File: config.mk
export PLATFORM = sky130hd
export DESIGN_NAME = risc_v_trace_capture
export DESIGN_NICKNAME = d
export VERILOG_FILES = /design/src/rtl/risc_v_trace_capture.sv
export SDC_FILE = /design/constraint.sdc
export NUM_CORES = 1
export LEC_CHECK = 0
export ABC_AREA = 1
export ABC_CLOCK_PERIOD_IN_PS = 27400
export BUFFER_PORTS_ARGS = -buffer_cell sky130_fd_sc_hd__buf_4
export CORE_ASPECT_RATIO = 0.7
export CORE_UTILIZATION = 55
export DETAILED_ROUTE_END_ITERATION = 16
export PLACE_DENSITY = 0.78
export SYNTH_ARGS = -nofsm -noshare
export SYNTH_HDL_FRONTEND = slang
export SYNTH_SLANG_ARGS = --single-unit
File: constraint.sdc
create_clock -name clk -period 27.4 [get_ports clk]
set_input_delay 5.48 -clock clk [delete_from_list [all_inputs] [get_ports clk]]
set_output_delay 5.48 -clock clk [all_outputs]
set_load 0.1 [all_outputs]
File: src/rtl/risc_v_trace_capture.sv
// risc_v_trace_capture: captures {PC, instruction, ALU result} records from a
// core into a small FIFO after an arm request, then drains them to a consumer.
// Optional macro TRACE_TRIGGER_EN: when defined, capture waits for PC_out to
// match trig_pc; otherwise capture starts in the cycle after arm.
//
// state   | meaning
// IDLE    | waiting for arm
// ARMED   | waiting for trigger; first record pushed when it fires
// CAPTURE | one record per cycle until remaining reaches zero
// DRAIN   | waiting for the consumer to empty the FIFO, then pulse done
module risc_v_trace_capture #(
  parameter int DEPTH = 8,
  parameter int LEN_W = 8
) (
  input  logic             clk,
  input  logic             reset,
  input  logic [8:0]       PC_out,
  input  logic [31:0]      INS_out,
  input  logic [63:0]      ALU_Result,
  input  logic             arm,
  input  logic             abort,
  input  logic [8:0]       trig_pc,
  input  logic [LEN_W-1:0] capture_len,
  output logic             out_valid,
  input  logic             out_ready,
  output logic [104:0]     out_data,
  output logic             busy,
  output logic             done,
  output logic             overflow
);

  localparam int AW = (DEPTH > 1) ? $clog2(DEPTH) : 1;

  typedef enum logic [1:0] {IDLE, ARMED, CAPTURE, DRAIN} state_t;

  state_t           state, state_nxt;
  logic [AW-1:0]    wr_ptr, rd_ptr;
  logic [AW:0]      count;
  logic [LEN_W-1:0] remaining;
  logic [104:0]     mem [DEPTH];
  logic             trigger, push_req, load_len, done_nxt;
  logic             full, pop, push;

`ifdef TRACE_TRIGGER_EN
  assign trigger = (PC_out == trig_pc);
`else
  logic unused_trig_pc;
  assign unused_trig_pc = ^trig_pc;
  assign trigger = 1'b1;
`endif

  assign full      = (count == (AW+1)'(DEPTH));
  assign out_valid = (count != '0);
  assign pop       = out_valid && out_ready;
  // A full FIFO still accepts a record when the head leaves in the same cycle.
  assign push      = push_req && (!full || pop);
  assign out_data  = out_valid ? mem[rd_ptr] : '0;
  assign busy      = (state != IDLE);

  // State register.
  always_ff @(posedge clk or posedge reset) begin
    if (reset) state <= IDLE;
    else       state <= state_nxt;
  end

  // Next-state decode and per-cycle control strobes; abort overrides everything.
  always_comb begin
    state_nxt = state;
    push_req  = 1'b0;
    load_len  = 1'b0;
    done_nxt  = 1'b0;
    if (abort) begin
      state_nxt = IDLE;
    end else begin
      case (state)
        IDLE: begin
          if (arm) begin
            load_len  = 1'b1;
            state_nxt = (capture_len == '0) ? DRAIN : ARMED;
          end
        end
        ARMED: begin
          if (trigger) begin
            push_req  = 1'b1;
            state_nxt = (remaining <= LEN_W'(1)) ? DRAIN : CAPTURE;
          end
        end
        CAPTURE: begin
          push_req = 1'b1;
          if (remaining <= LEN_W'(1)) state_nxt = DRAIN;
        end
        DRAIN: begin
          if (count == '0) begin
            state_nxt = IDLE;
            done_nxt  = 1'b1;
          end
        end
        default: state_nxt = IDLE;
      endcase
    end
  end

  // FIFO pointers, occupancy, remaining-record counter and status flags.
  always_ff @(posedge clk or posedge reset) begin
    if (reset) begin
      wr_ptr    <= '0;
      rd_ptr    <= '0;
      count     <= '0;
      remaining <= '0;
      overflow  <= 1'b0;
      done      <= 1'b0;
    end else begin
      done <= done_nxt;
      if (abort) begin
        wr_ptr    <= '0;
        rd_ptr    <= '0;
        count     <= '0;
        remaining <= '0;
      end else begin
        if (load_len) begin
          remaining <= capture_len;
          overflow  <= 1'b0;
        end else if (push_req) begin
          // Counts down whether the record was stored or dropped.
          remaining <= remaining - LEN_W'(1);
        end
        if (push_req && !push) overflow <= 1'b1;
        if (push) wr_ptr <= wr_ptr + 1'b1;
        if (pop)  rd_ptr <= rd_ptr + 1'b1;
        count <= count + (AW+1)'(push) - (AW+1)'(pop);
      end
    end
  end

  // Record storage; contents are don't-care while out_valid is low.
  always_ff @(posedge clk) begin
    if (push) mem[wr_ptr] <= {PC_out, INS_out, ALU_Result};
  end

endmodule
==> results of run 1 <==
==> stage by stage <==
step / utilization (%) / instance area (um^2)
final: 63.21 / 38950
after global routing: 63.21 / 38950
after CTS: 63.21 / 38950
after detailed placement: 59.11 / 36420
after global placement: 59.11 / 36420
after floorplan: - / 34350
==> per-layer routing <==
metal	global-route usage (%)	share of wire (%)	up-vias
met4	8.279	2.1	12
met2	41.10	50	903
li1	-	-	10030
met3	4.669	7.9	148
met5	0	0.098	-
met1	32.18	40	10920
==> how the worst max path moves through the flow <==
stage	from	end	cells after the start
floorplan	abort	mem[4][0]	7
global route	rd_ptr[0]	out_data[66]	8
CTS	rd_ptr[0]	out_data[66]	8
global placement	rd_ptr[0]	out_data[66]	8
detailed placement	rd_ptr[0]	out_data[66]	8
finish	rd_ptr[0]	out_data[66]	8
==> state kept, by name, summed over array words and instances, names as in the netlist <==
name       count
mem          840
remaining      8
count          4
rd_ptr         3
wr_ptr         3
state          2
done           1
overflow       1
==> power groups by stage <==
stage | sequential (W) | combinational [W] | clock (W)
after global placement | 0.00162 | 0.00178 | 0
after floorplan | 0.00164 | 0.00144 | 0
after detailed placement | 0.00163 | 0.00182 | 0
after CTS | 0.00160 | 0.00183 | 0.00110
after global routing | 0.00161 | 0.00193 | 0.00114
final | 0.00160 | 0.00183 | 0.00108
==> area by class of cell <==
| cell class | instances | area share [%] |
|---|---|---|
| diodes | 1 | 0.006424 |
| repair buffers | 252 | 4.953 |
| multi-input cells | 1615 | 19.36 |
| inverters | 34 | 0.3630 |
| clock inverters | 35 | 1.105 |
| flip-flops and latches | 862 | 66.20 |
| well taps | 819 | 2.631 |
| clock buffers | 105 | 5.380 |
==> layout by cell type, fill, tap and decap left out, types with 6 or more instances in the layout <==
cell type,count
edfxtp_1,840
nor2_1,765
o21ai_0,286
buf_4,249
o21ai_1,147
nand2_1,146
o22ai_1,106
o211ai_1,106
clkbuf_16,80
inv_1,32
clkbuf_1,25
dfrtp_1,19
nand3_1,16
ha_1,14
clkinv_1,11
nor3_2,8
clkinv_2,8
bufinv_16,8
a21oi_1,6
==> worst max-delay path, delay by kind of cell, from the launching register on <==
family                 cells  cell delay [ns]
AO/OA/AOI/OAI              1             0.25
buffers and inverters      4             2.84
flip-flops                 1             0.70
AND/OR/NAND/NOR            3             0.47
==> kinds of logic (layout without fill, tap and decap cells) <==
| logic type | count (synthesis) | after routing | share of synthesized area [%] |
|---|---|---|---|
| XOR/XNOR | 5 | 5 | 0.1275 |
| AO/OA/AOI/OAI | 655 | 655 | 10.73 |
| adder cells (fa/ha/maj) | 15 | 15 | 0.5682 |
| other | 0 | 1 | 0 |
| AND/OR/NAND/NOR | 940 | 940 | 10.40 |
| flip-flops | 862 | 862 | 75.03 |
| buffers and inverters | 211 | 426 | 3.143 |
==> run summary, run 1 <==
Yosys mapped a number of flops with a built-in enable equal to 840. The critical path endpoint category was a primary output. The path category of the worst min-delay check was register to register.

Of all cell types, the one taking the most synthesized area is edfxtp_1. The clock network accounts for 24.0% of the total power. In this run the tightest slew margin relative to its limit is 19.11%.

The tools report the number of sinks driven by the clock tree as 862. After layout, the worst setup slack is 16.79 ns. The H-tree was split into 3 levels. In this design, the critical path's most frequently occurring cell is buf_4. The worst hold path begins at overflow.

The run gives 24.47% as the total routing usage reported by global routing. Register bit count reported by yosys: 862. The die span in y is 211.1 um. Start-to-end type of the worst setup path: register to primary output. The number of buffer cells added on primary ports came out at 226. The transition time of the tightest slew-check pin is 1.213 ns, and the total overflow reported by the global router is 0. The initial DRC count was 2345.

For the final max-slew violation count, the log shows 0. The depth of the worst hold-timing path was 2; the peak per-stage delay on the critical path was 0.89 ns. The number of fill cells in the layout was 4418.

Timing analysis after detailed placement gives a worst setup slack of 17.50 ns. STA classifies the critical path startpoint as a register. The Yosys warning count is 0, and the minimum clock period after layout is 10.61 ns. The number of non-filler instances in the completed layout came out at 3723.

The number of buffers created by CTS came out at 79. At the end of routability-driven placement, the weighted congestion stood at 0.7840. The die covers 63480 um^2.

The most used flip-flop cell after synthesis is edfxtp_1. The run gives 21900 as the number of global-route vias before repair. Final hold analysis gives a worst-case slack of 0.5392 ns. Overall power consumption after layout is estimated at 0.004514 W.

The tools report the count of unique library cells instantiated by Yosys as 30. Buffers inserted to repair hold after CTS numbered 0. Leakage power total: 13.56 nW. The worst-case IR drop observed on VDD is 141.0 uV. For the initial antenna violation count, the log shows 7.

The number of hold-slack violations in the final timing report came out at 0. After technology mapping, the gate count stands at 2688. The tools report the multi-input combinational cell area as 7542 um^2.

The tools report the core area as 61620 um^2. Summing over every cut layer, the via total after detailed routing is 22010. Maximum clock rate: 94.24 MHz. From left edge to right edge, the die measures 300.7 um. Using the TritonRoute via totals, the vias-per-cell ratio works out to 5.911. In the post-synthesis netlist, the biggest area contributors are edfxtp_1 (73%), nor2_1 (8.4%), o21ai_0 (4.2%). For this block, the routed nets add up to 78.33 mm of wire.

TritonCTS built the clock tree. After detailed routing, the average wire length per cell comes to 21.04 um. Sum of negative setup slack: 0 ns. For the worst flop-to-flop path, the logic depth is 9. The tree is rooted in a clkbuf_16. The share of total power consumed by net switching is 43.77%. The terminating pin of the worst hold path was overflow.

The internal portion of total power came out at 0.002538 W. The critical path goes through clkinv_8, buf_4, buf_4, nor2_1, o211ai_1, nand2_1, nor2_1, buf_4. Of all flip-flops after synthesis, the portion carrying an async set or reset was 2.552%. The largest net degree at the start of global routing came out at 236. Detailed placement finished with a half-perimeter wire length of 38.65 mm.

The tools report the number of design rule violations left after detail routing as 0. The area growth from synthesis to layout was 13.39%; the share of final-layout standard cells stronger than drive strength 1 was 12.81%. The run finished with clean final reports. The first global-routing pass estimated 119.2 mm of wire.

In the final layout, flip-flops and latches occupy 25790 um^2. The number of nets at the end of the flow is 2986. In the synthesized netlist, the cells that appear most often are edfxtp_1 (840), nor2_1 (765), o21ai_0 (286). Setup violations remaining at the end of the flow were counted as 0. The tools report the maximum clock insertion buffer count as 3. In this run the critical register-to-register path is captured at mem[6][13]. For this design the top-level I/O count stands at 236. For this configuration, the core starts out at a cell density of 55.75%. The portion of total power attributed to sequential cells was 35.5%; the number of buffers inserted to repair setup after CTS was 0. Of all nets on the critical path, the largest fanout is 235. The net count after synthesis is 2830.

The run gives 76 as the row count. Setup repair after global routing left no endpoint under its margin. The later pin in the worst-skew pair is clocked with a latency of 0.64 ns. Max-cap violation count: 0.

For the worst setup path, the data required time is 21.92 ns. Counting tap cells, the placed design contains a total of 3582 instances. The power per unit of standard cell area is 115.9 nW/um^2, and the final cycle utilization of the critical path is 38.73%. The share of the Yosys chip area taken by registers is 75.03%. After clock tree synthesis, the clock-pin slew on the worst setup and hold paths is 0.06 ns. Data on the critical path arrives at its endpoint at 5.13 ns. On the critical path, the stage with the largest delay is an instance of buf_4. The synthesized design devotes to its leading area cell type 73.43% of total area.

Dividing the synthesized area by the synthesized cell count gives 12.78 um^2. Before antenna repair, the detailed router went through 7 iterations. The worst register-to-register path has a setup slack of 22.87 ns. The startpoint of the worst-slack reg-to-reg timing path was count[2]. The most common cell in the synthesized netlist is edfxtp_1. The mapped cell area came out at 34350 um^2. Gates resized during post-CTS repair numbered 0. The logs give 0 for the residual antenna-violating net count after detailed routing and 0.02372 ns for the setup clock skew after layout. For this design the total switching power over the nets is 0.001976 W. Combinational cells account for 40.5% of the total power.
(Power assumes the default switching activity.)
==> run 2: changes to the inputs <==
--- a/config.mk
+++ b/config.mk
@@ -5,8 +5,8 @@
 export SDC_FILE = /design/constraint.sdc
 export NUM_CORES = 1
 export LEC_CHECK = 0
-export ABC_AREA = 1
-export ABC_CLOCK_PERIOD_IN_PS = 27400
+export ABC_AREA = 0
+export ABC_CLOCK_PERIOD_IN_PS = 11000
 export BUFFER_PORTS_ARGS = -buffer_cell sky130_fd_sc_hd__buf_4
 export CORE_ASPECT_RATIO = 0.7
 export CORE_UTILIZATION = 55
==> constraint.sdc (replaced) <==
create_clock -name clk -period 11 [get_ports clk]
set_input_delay 2.2 -clock clk [delete_from_list [all_inputs] [get_ports clk]]
set_output_delay 2.2 -clock clk [all_outputs]
set_load 0.1 [all_outputs]
==> run summary, run 2 <==
The flow ran to the end, and the final reports show no timing, DRC or antenna violations. The number of design rule violations left after detail routing is 0 (unchanged). Setup repair after global routing left no endpoint under its margin.

TritonCTS built the clock tree. The half-perimeter wire length after detailed placement came out at 35.12 mm (-9.1%). The number of buffer cells added on primary ports is 226 (unchanged), and the worst vdd rail ir drop is 294.2 uV (+110%). The sum of negative setup slack came out at 0 ns (unchanged). The routed length per instance was 25.40 um (+21%); the initial DRC count was 1364 (-42%). In the post-synthesis netlist, the cell with the most instances is edfxtp_1. In the layout the commonest cells are edfxtp_1 (840), buf_4 (253), mux4_2 (210). The number of vias in the routed layout is 15360 (-30%), and the area growth from synthesis to layout is 15.68%. The transition time of the tightest slew-check pin works out to 1.137 ns (-0.07606 ns). Among all flip-flop cells after synthesis, the most frequent one is edfxtp_1.

For the minimum setup slack among reg-to-reg paths, the log shows 6.40 ns (-16.47 ns). The worst setup path is launched from a register. The number of search-and-repair iterations in the first detailed-routing pass was 6 (-1). For the number of global-route vias before repair, the log shows 16270 (-26%). The tools report the last weighted congestion value of the routability-driven placer as 0.7956 (+1.5%).

The quantity of hold-fixing buffers added after cts was 0 (unchanged); the max-slew headroom at the worst pin was 24.00% (+4.9 points). The number of cells upsized or downsized after cts is 0 (unchanged). The net count after synthesis is 1627 (-43%). The maximum fanout along the worst path works out to 67 (-71%). For the Yosys warning count, the log shows 0 (unchanged). For the residual antenna-violating net count after detailed routing, the log shows 0 (unchanged). The minimum clock period after layout works out to 6.382 ns. The run gives 11 (+4) as the initial antenna violation count. The via-per-instance ratio works out to 5.892 (-0.33%).

The library cell used most frequently in the layout, excluding fill and tap cells, is edfxtp_1. Width of the die: 295.5 um (-1.7%). Initial core utilization: 56.23% (+0.48 points).

The source-to-sink clock delay at the later pin of the worst-skew pair came out at 0.62 ns (-0.02 ns). The root buffer cell chosen for the clock tree is clkbuf_16. Power per unit of standard cell area: 283.9 nW/um^2 (+150%). The logs give 0 (unchanged) for the number of hold-slack violations in the final timing report and 0 (unchanged) for the max-cap violation count.

Dividing the final minimum period by the clock period gives 58.02%. The endpoint required time on the critical path was 8.80 ns (-13.12 ns). Final max-slew violation count: 0 (unchanged).

The total routing usage reported by global routing was 22.14% (-2.3 points). The count of unique library cells instantiated by Yosys is 45 (+50%), and the number of buffers inserted to repair setup after CTS is 0 (unchanged). The maximum level of the CTS H-tree is 3 (unchanged), and the clock slew seen by the registers of the worst setup and hold paths is 0.06 ns (about the same).

The register bit count reported by yosys is 862 (unchanged), and the mean post-synth cell area is 22.33 um^2 (+75%). The run gives 61300 um^2 (-3.4%) as the area of the die. The logs give 93 (-61%) for the largest net degree at the start of global routing and 12.22 nW (-9.9%) for the leakage power total. The core area was 58980 um^2 (-4.3%). The share of the synthesized area in the top cell type was 76.06% (+2.6 points); the mapped cell area was 33170 um^2 (-3.5%). For the sequential fraction of the synthesis area, the log shows 77.72% (+2.7 points). For the maximum clock insertion buffer count, the log shows 3 (unchanged).

The setup clock skew after layout came out at 0.01558 ns (-0.008139 ns). edfxtp_1 takes more of the synthesized area than any other cell. STA classifies the critical path endpoint as a primary output.

The worst setup path is of the register to primary output kind. For the total overflow reported by the global router, the log shows 0 (unchanged). For the number of top-level pins, the log shows 236 (unchanged).

The number of sinks driven by the clock tree was 862 (unchanged). Static timing analysis puts the maximum clock frequency at 156.7 MHz. The number of buffers created by CTS was 78 (-1.3%); the flip-flop count of the largest register, all copies and words added was 840 (unchanged). The tools report the final setup violation count as 0 (unchanged).

Final wirelength: 66.21 mm (-15%). Sorting the synthesized cells by area gives the leading types as edfxtp_1 (76%), mux4_2 (14%), mux2i_1 (3.2%). The die span in y was 207.5 um (-1.7%).

The register with the highest flop count is mem. The share of final-layout standard cells stronger than drive strength 1 came out at 33.17% (+20 points). The arrival time of the worst setup path is 4.18 ns (-0.95 ns). The run gives 1886 (-37%) as the number of nets at the end of the flow.

In this run the worst hold path is classified as register to register. The post-synthesis cell count was 1485 (-45%). Sorting the synthesized cells by how often they occur yields edfxtp_1 (840), mux4_2 (210), nor2_1 (126). Wire length of the first global-routing pass: 100.0 mm (-16%). The row count is 74 (-2.6%). The share of flip-flops with an asynchronous set or reset after synthesis came out at 2.552% (unchanged). The run gives 0.01089 W (+140%) as the post-layout total power.

The largest registers in the layout are mem x840, remaining x8, count x4. The number of synthesized flops with an enable pin came out at 840 (unchanged).
[run 2: final timing paths]
path / from / end / cells past startpoint
setup reg to reg: state[0] / mem[2][72] / 7
hold / removal: overflow / overflow / 2
hold reg to reg: overflow / overflow / 2
min in group asynchronous: reset / remaining[5] / 2
setup / recovery: rd_ptr[1] / out_data[49] / 6
max in group asynchronous: reset / rd_ptr[2] / 2
[run 2: final cells by class]
cell class / count / area, um^2
Sequential cell: 862 / 25790
Fill cell: 3787 / 20610
Multi-Input combinational cell: 536 / 7058
Clock buffer: 100 / 2066
Timing Repair Buffer: 254 / 1919
Tap cell: 798 / 998.5
Clock inverter: 42 / 484.2
Inverter: 12 / 45.04
Antenna cell: 3 / 7.507
[run 2: routing by layer]
metal / global-route usage [%] / share of wire, % / up-vias
met5: 0 / 0.17 / -
met4: 5.646 / 1.8 / 16
met3: 5.278 / 7.2 / 101
met2: 34.80 / 49 / 533
met1: 31.67 / 42 / 8035
li1: - / - / 6675
[run 2: kinds of logic after synthesis]
family	count (synthesis)	synth area share, %
and+or+nand+nor	165	2.135
muxes	315	17.43
xor gates and xnor gates	11	0.2905
adders and majority gates	15	0.5885
DFF	862	77.72
buffers and inverters	87	1.188
AOI/OAI and AO/OA	30	0.6527
[run 2: per-stage QoR]
stage	hold WS [ns]	cells	instance area [um^2]	worst slack [ns]	utilization, %
finish	0.6249	2607	38360	4.618	65.05
global route	0.6161	2605	38360	4.416	65.04
CTS	0.6075	2604	38360	4.539	65.03
detailed placement	0.5926	2462	35810	5.014	60.71
global placement	0.5639	2462	35810	5.072	60.71
floorplan	0.5432	1485	33170	0.4770	-
[run 2: critical path, stage by stage (launching register included)]
cell	delay (ns)
dfrtp_4	0.78
buf_4	0.86
buf_4	0.76
mux4_2	0.43
mux2i_1	0.26
nor2_1	0.09
buf_4	0.28
[run 2: where the power goes]
group          switching [W]  total [W]  internal (W)
Clock                0.00117    0.00271       0.00154
Combinational        0.00308    0.00423       0.00116
Sequential          0.000121    0.00395       0.00383
Total                0.00437     0.0109       0.00652
